$ cat config.mk
export PLATFORM = sky130hd
export DESIGN_NAME = bit_parser_stream
export DESIGN_NICKNAME = d
export VERILOG_FILES = /design/src/rtl/bit_parser_stream.sv
export SDC_FILE = /design/constraint.sdc
export NUM_CORES = 1
export LEC_CHECK = 0
export BUFFER_PORTS_ARGS = -buffer_cell sky130_fd_sc_hd__buf_2
export CAP_MARGIN = 20
export CORE_AREA = 2 2 90 92
export DETAILED_ROUTE_END_ITERATION = 7
export DIE_AREA = 0 0 92 94
export GPL_ROUTABILITY_DRIVEN = 0
export PLACE_DENSITY = 0.82
export SLEW_MARGIN = 20
export SYNTH_ARGS = -nofsm -noshare
export SYNTH_HDL_FRONTEND = slang
export SYNTH_SLANG_ARGS = --single-unit
export TNS_END_PERCENT = 50
$ cat constraint.sdc
create_clock -name clk -period 1.7 [get_ports clk]
set_input_delay 0.34 -clock clk [delete_from_list [all_inputs] [get_ports clk]]
set_output_delay 0.34 -clock clk [all_outputs]
set_load 0.02 [all_outputs]
$ cat src/rtl/bit_parser_stream.sv
// Streaming word-to-symbol splitter: WORD_W-bit words in on valid/ready,
// SYM_W-bit symbols out one per cycle, with order select, frame-end tag and symbol count.
module bit_parser_stream #(
  parameter int WORD_W    = 32,
  parameter int SYM_W     = 8,
  parameter int MSB_FIRST = 1,
  parameter int CNT_W     = 32,
  localparam int NSYM     = WORD_W / SYM_W,
  localparam int IDX_W    = ($clog2(NSYM) < 1) ? 1 : $clog2(NSYM)
) (
  input  logic              clk,
  input  logic              rst_n,
  input  logic              clear,
  input  logic              s_valid,
  output logic              s_ready,
  input  logic [WORD_W-1:0] s_data,
  input  logic              s_last,
  output logic              m_valid,
  input  logic              m_ready,
  output logic [SYM_W-1:0]  m_sym,
  output logic [IDX_W-1:0]  m_idx,
  output logic              m_last,
  output logic [CNT_W-1:0]  sym_count
);

  generate
    if ((WORD_W % SYM_W) != 0 || NSYM < 2) begin : g_bad_params
      $error("bit_parser_stream: WORD_W must be a multiple of SYM_W with at least 2 symbols");
    end
  endgenerate

  typedef enum logic {S_IDLE, S_EMIT} state_t;

  state_t            r_state;
  logic [WORD_W-1:0] r_word;
  logic              r_last;
  logic [IDX_W-1:0]  r_idx;
  logic [CNT_W-1:0]  r_cnt;

  logic              w_idx_end;
  logic              w_cons;
  logic              w_acc;
  logic [WORD_W-1:0] w_shift;

  // The held word is shifted so the outgoing symbol always sits at a fixed slice.
  generate
    if (MSB_FIRST != 0) begin : g_msb
      assign m_sym   = r_word[WORD_W-1 -: SYM_W];
      assign w_shift = {r_word[WORD_W-SYM_W-1:0], {SYM_W{1'b0}}};
    end else begin : g_lsb
      assign m_sym   = r_word[SYM_W-1:0];
      assign w_shift = {{SYM_W{1'b0}}, r_word[WORD_W-1:SYM_W]};
    end
  endgenerate

  assign m_valid   = (r_state == S_EMIT);
  assign m_idx     = r_idx;
  assign m_last    = r_last && w_idx_end;
  assign sym_count = r_cnt;

  assign w_idx_end = (r_idx == IDX_W'(NSYM - 1));
  assign w_cons    = m_valid && m_ready && !clear;
  assign s_ready   = !clear && ((r_state == S_IDLE) || (m_valid && m_ready && w_idx_end));
  assign w_acc     = s_valid && s_ready;

  always_ff @(posedge clk or negedge rst_n) begin
    if (!rst_n) begin
      r_state <= S_IDLE;
      r_word  <= '0;
      r_last  <= 1'b0;
      r_idx   <= '0;
      r_cnt   <= '0;
    end else if (clear) begin
      r_state <= S_IDLE;
      r_word  <= '0;
      r_last  <= 1'b0;
      r_idx   <= '0;
      r_cnt   <= '0;
    end else begin
      if (w_cons) r_cnt <= r_cnt + CNT_W'(1);
      if (w_acc) begin
        r_state <= S_EMIT;
        r_word  <= s_data;
        r_last  <= s_last;
        r_idx   <= '0;
      end else if (w_cons) begin
        if (w_idx_end) begin
          r_state <= S_IDLE;
          r_last  <= 1'b0;
          r_idx   <= '0;
          r_word  <= w_shift;
        end else begin
          r_idx  <= r_idx + IDX_W'(1);
          r_word <= w_shift;
        end
      end
    end
  end

endmodule
==> impl_metrics.yaml <==
status:
  status: "finished with violations"
  violations: "setup timing"
sta:
  totalNegativeSetupSlack_ps: -31.3
  finalMaxSlewViolations: 0
  rsz0062_at_grt: "true"
  final_hold_viol_count: 0
  finalWorstSetupSlack_ps: -28.6
  tightest_slew_ps: 399
  whs_ps: 197
  fin_crit_sh_pct: 102
  setup_violations: 2
  skew_ps: 7.12
  fmax_ghz: 0.579
  period_needed_ps: 1730
  slew_headroom_pct: 73.4
cts:
  cts.htree.levels: 3
  root_buffer: "clkbuf_8"
  clock_latency_ps: 350
  tritoncts: "built"
  clockBufferDepth: 2
  path_clk_slew_ps: 70
  clock-sinks: 68
  cts_buffers: 9
drt:
  routed_wl_um: 8750
  antenna_left: 0
  wl_per_cell_um: 15.9
  firstDrtPassIters: 4
  vias: 3079
  drc_errors: 0
  drt_iter0_markers: 146
  vias_per_cell: 5.60
floorplanning:
  die_y_um: 94
  start_util_pct: 44.1
  core_um2: 7610
  dieArea_um2: 8650
  rows: 32
  dieWidth_um: 92
  io_pins: 83
worst_setup_path:
  cp_slowest_cell: "dfrtp_1"
  worstPathMaxFanout: 3
  worstPathArrival_ps: 1390
  worstRegToRegCells: 5
  cpMostUsedCell: "buf_6"
  critPathLaunch: "m_idx[0]$_DFFE_PN0P_"
  critical-path-max-stage-delay_ps: 390
  cp-end-kind: "output port"
  required_ps: 1360
  startpoint_type: "flip-flop"
  crit_buf_inv: 2
  cp.depth: 5
  worstReg2RegEnd: "sym_count[28]$_DFFE_PN0P_"
  r2r_start: "sym_count[1]$_DFFE_PN0P_"
  criticalPathCategory: "reg2out"
  reg2reg_slack_ps: 10
  worstPathCellList: "ha_2 -> a21boi_2 -> buf_6 -> nor2_4 -> buf_6"
  crit_end: "s_ready"
  cp_top_family: "flip-flops"
global_routing:
  gr-total-overflow: 0
  grt_pass1_vias: 2860
  grt_max_degree: 34
  antenna_found_initial: 0
  globalRouteTotalUtil_pct: 19.6
  grt_pass1_wl_um: 13500
synthesis:
  synth_nets: 366
  synth_area_leader_cell: "dfrtp_1"
  yosysSeqAreaShare_pct: 50.7
  syn_avg_cell_area_um2: 10.3
  synth_area_leaders: "dfrtp_1, o31ai_1, mux2i_1"
  synth_area_um2: 3360
  synth.top_cell.area_share_pct: 50.7
  ys_types: 31
  synth_cells: 326
  ys_ff_latch: 68
  ys.warnings.count: 0
final_layout:
  nFillCells: 634
  drive_gt1_share_pct: 37.3
  num_antenna_cells: 0
  syn2layout_area_growth_pct: 32.1
  layout.nets: 483
run:
  cap_violations: 0
worst_hold_path:
  hold_path.class: "in2reg"
placement:
  pre_cts_ws_ps: -95.9
  portBuffers: 82
  dp_hpwl_um: 5880
power_and_ir_drop:
  max-vdd-ir-drop_mv: 0.495
  p_per_area_nw_per_um2: 735
  p_leak_nw: 2.16
  total_power_mw: 3.26
==> area by class of cell <==
class	count	area (µm²)	share of cell area, %
flip-flops and latches	68	1700	38.4
multi-input cells	231	1580	35.6
repair buffers	132	852	19.2
clock buffers	12	145	3.27
well taps	102	128	2.88
clock inverters	4	25.0	0.564
inverters	1	3.75	0.0847
==> per-stage QoR <==
step / util (%) / std cells / area, µm²
4_1_cts: 56.1 / 537 / 4270
3_3_place_gp: 53.4 / 518 / 4070
2_1_floorplan: - / 326 / 3360
5_1_grt: 58.3 / 550 / 4430
3_5_place_dp: 53.4 / 518 / 4070
6_report: 58.3 / 550 / 4430
==> how the worst min path moves through the flow <==
| stage | end | start | slack (ps) | cells past startpoint |
|---|---|---|---|---|
| finish | r_word[27]$_DFFE_PN0P_ | s_data[27] | 200 | 3 |
| detailed placement | sym_count[7]$_DFFE_PN0P_ | rst_n | 270 | 1 |
| global placement | sym_count[7]$_DFFE_PN0P_ | rst_n | 260 | 1 |
| global route | r_word[31]$_DFFE_PN0P_ | s_data[31] | 210 | 3 |
| CTS | r_word[16]$_DFFE_PN0P_ | s_data[16] | 190 | 3 |
| floorplan | m_idx[0]$_DFFE_PN0P_ | rst_n | 40 | 0 |
==> worst min-delay path, delay by kind of cell <==
kind,cells,cell delay [ps]
compound gates,1,50
buf+inv,1,80
simple gates,1,40
==> power by group <==
group	internal, mW	total, mW	switching, mW
Sequential	1.68	1.72	0.0398
Combinational	0.159	0.365	0.206
Clock	0.565	1.18	0.614
Total	2.40	3.26	0.860
==> state kept, by name, summed over array words and instances, names as in the netlist <==
name       cells
m_valid        1
sym_count     32
r_word        32
r_last         1
m_idx          2
==> layer usage <==
metal,vias to the layer above,share of wire [%],GRT usage (%)
li1,1433,-,-
met2,137,50,31.9
met3,21,6.6,3.69
met1,1488,42,26.3
met4,0,2.1,7.09
met5,-,0,0
==> cell families (layout without fill, tap and decap cells) <==
kind of cell | Yosys count | after routing | share of synthesized area, %
compound gates | 78 | 78 | 15.1
xor+xnor | 10 | 10 | 2.61
fa+ha+maj | 2 | 2 | 0.745
buf+inv | 29 | 149 | 4.40
flops | 68 | 68 | 50.7
mux | 25 | 25 | 7.45
simple gates | 114 | 116 | 19.0
==> synth_stat cells (all sizes together) <==
cell and count:
dfrtp 68, nand2 42, o31ai 34, mux2i 25
a21oi 23, buf 16, nor2 13, clkbuf 12
o21ai 12, or3 11, or4 10, nand3 9
a22o 8, nand4 8, xor2 8, and3 6
and4 5, and2 4, nor3 4, ha 2
xnor2 2, a21boi 1, inv 1, nand3b 1
nor3b 1
==> timing repair <==
item | in CTS | in global routing
setup buffers | 2 | 11
pin swaps | 2 | 7
cloned | 0 | 2
hold buffers | 1 | 0
resized for setup | 5 | 16
endpoints found under the hold margin | 10 | 0
setup endpoints to repair | 20 | 27
==> layout by cell type, fill, tap and decap left out, drive strengths merged <==
cell type / count
buf: 131
dfrtp: 68
nand2: 42
o31ai: 34
mux2i: 25
a21oi: 23
nor2: 13
o21ai: 12
clkbuf: 12
or3: 11
or4: 10
nand4: 10
nand3: 9
xor2: 8
a22o: 8
and3: 6
and4: 5
and2: 4
nor3: 4
xnor2: 2
clkinvlp: 2
clkinv: 2
ha: 2
a21boi: 1
inv: 1
nor3b: 1
nand3b: 1
dlygate4sd3: 1
Power figures use the tool's default switching activity.
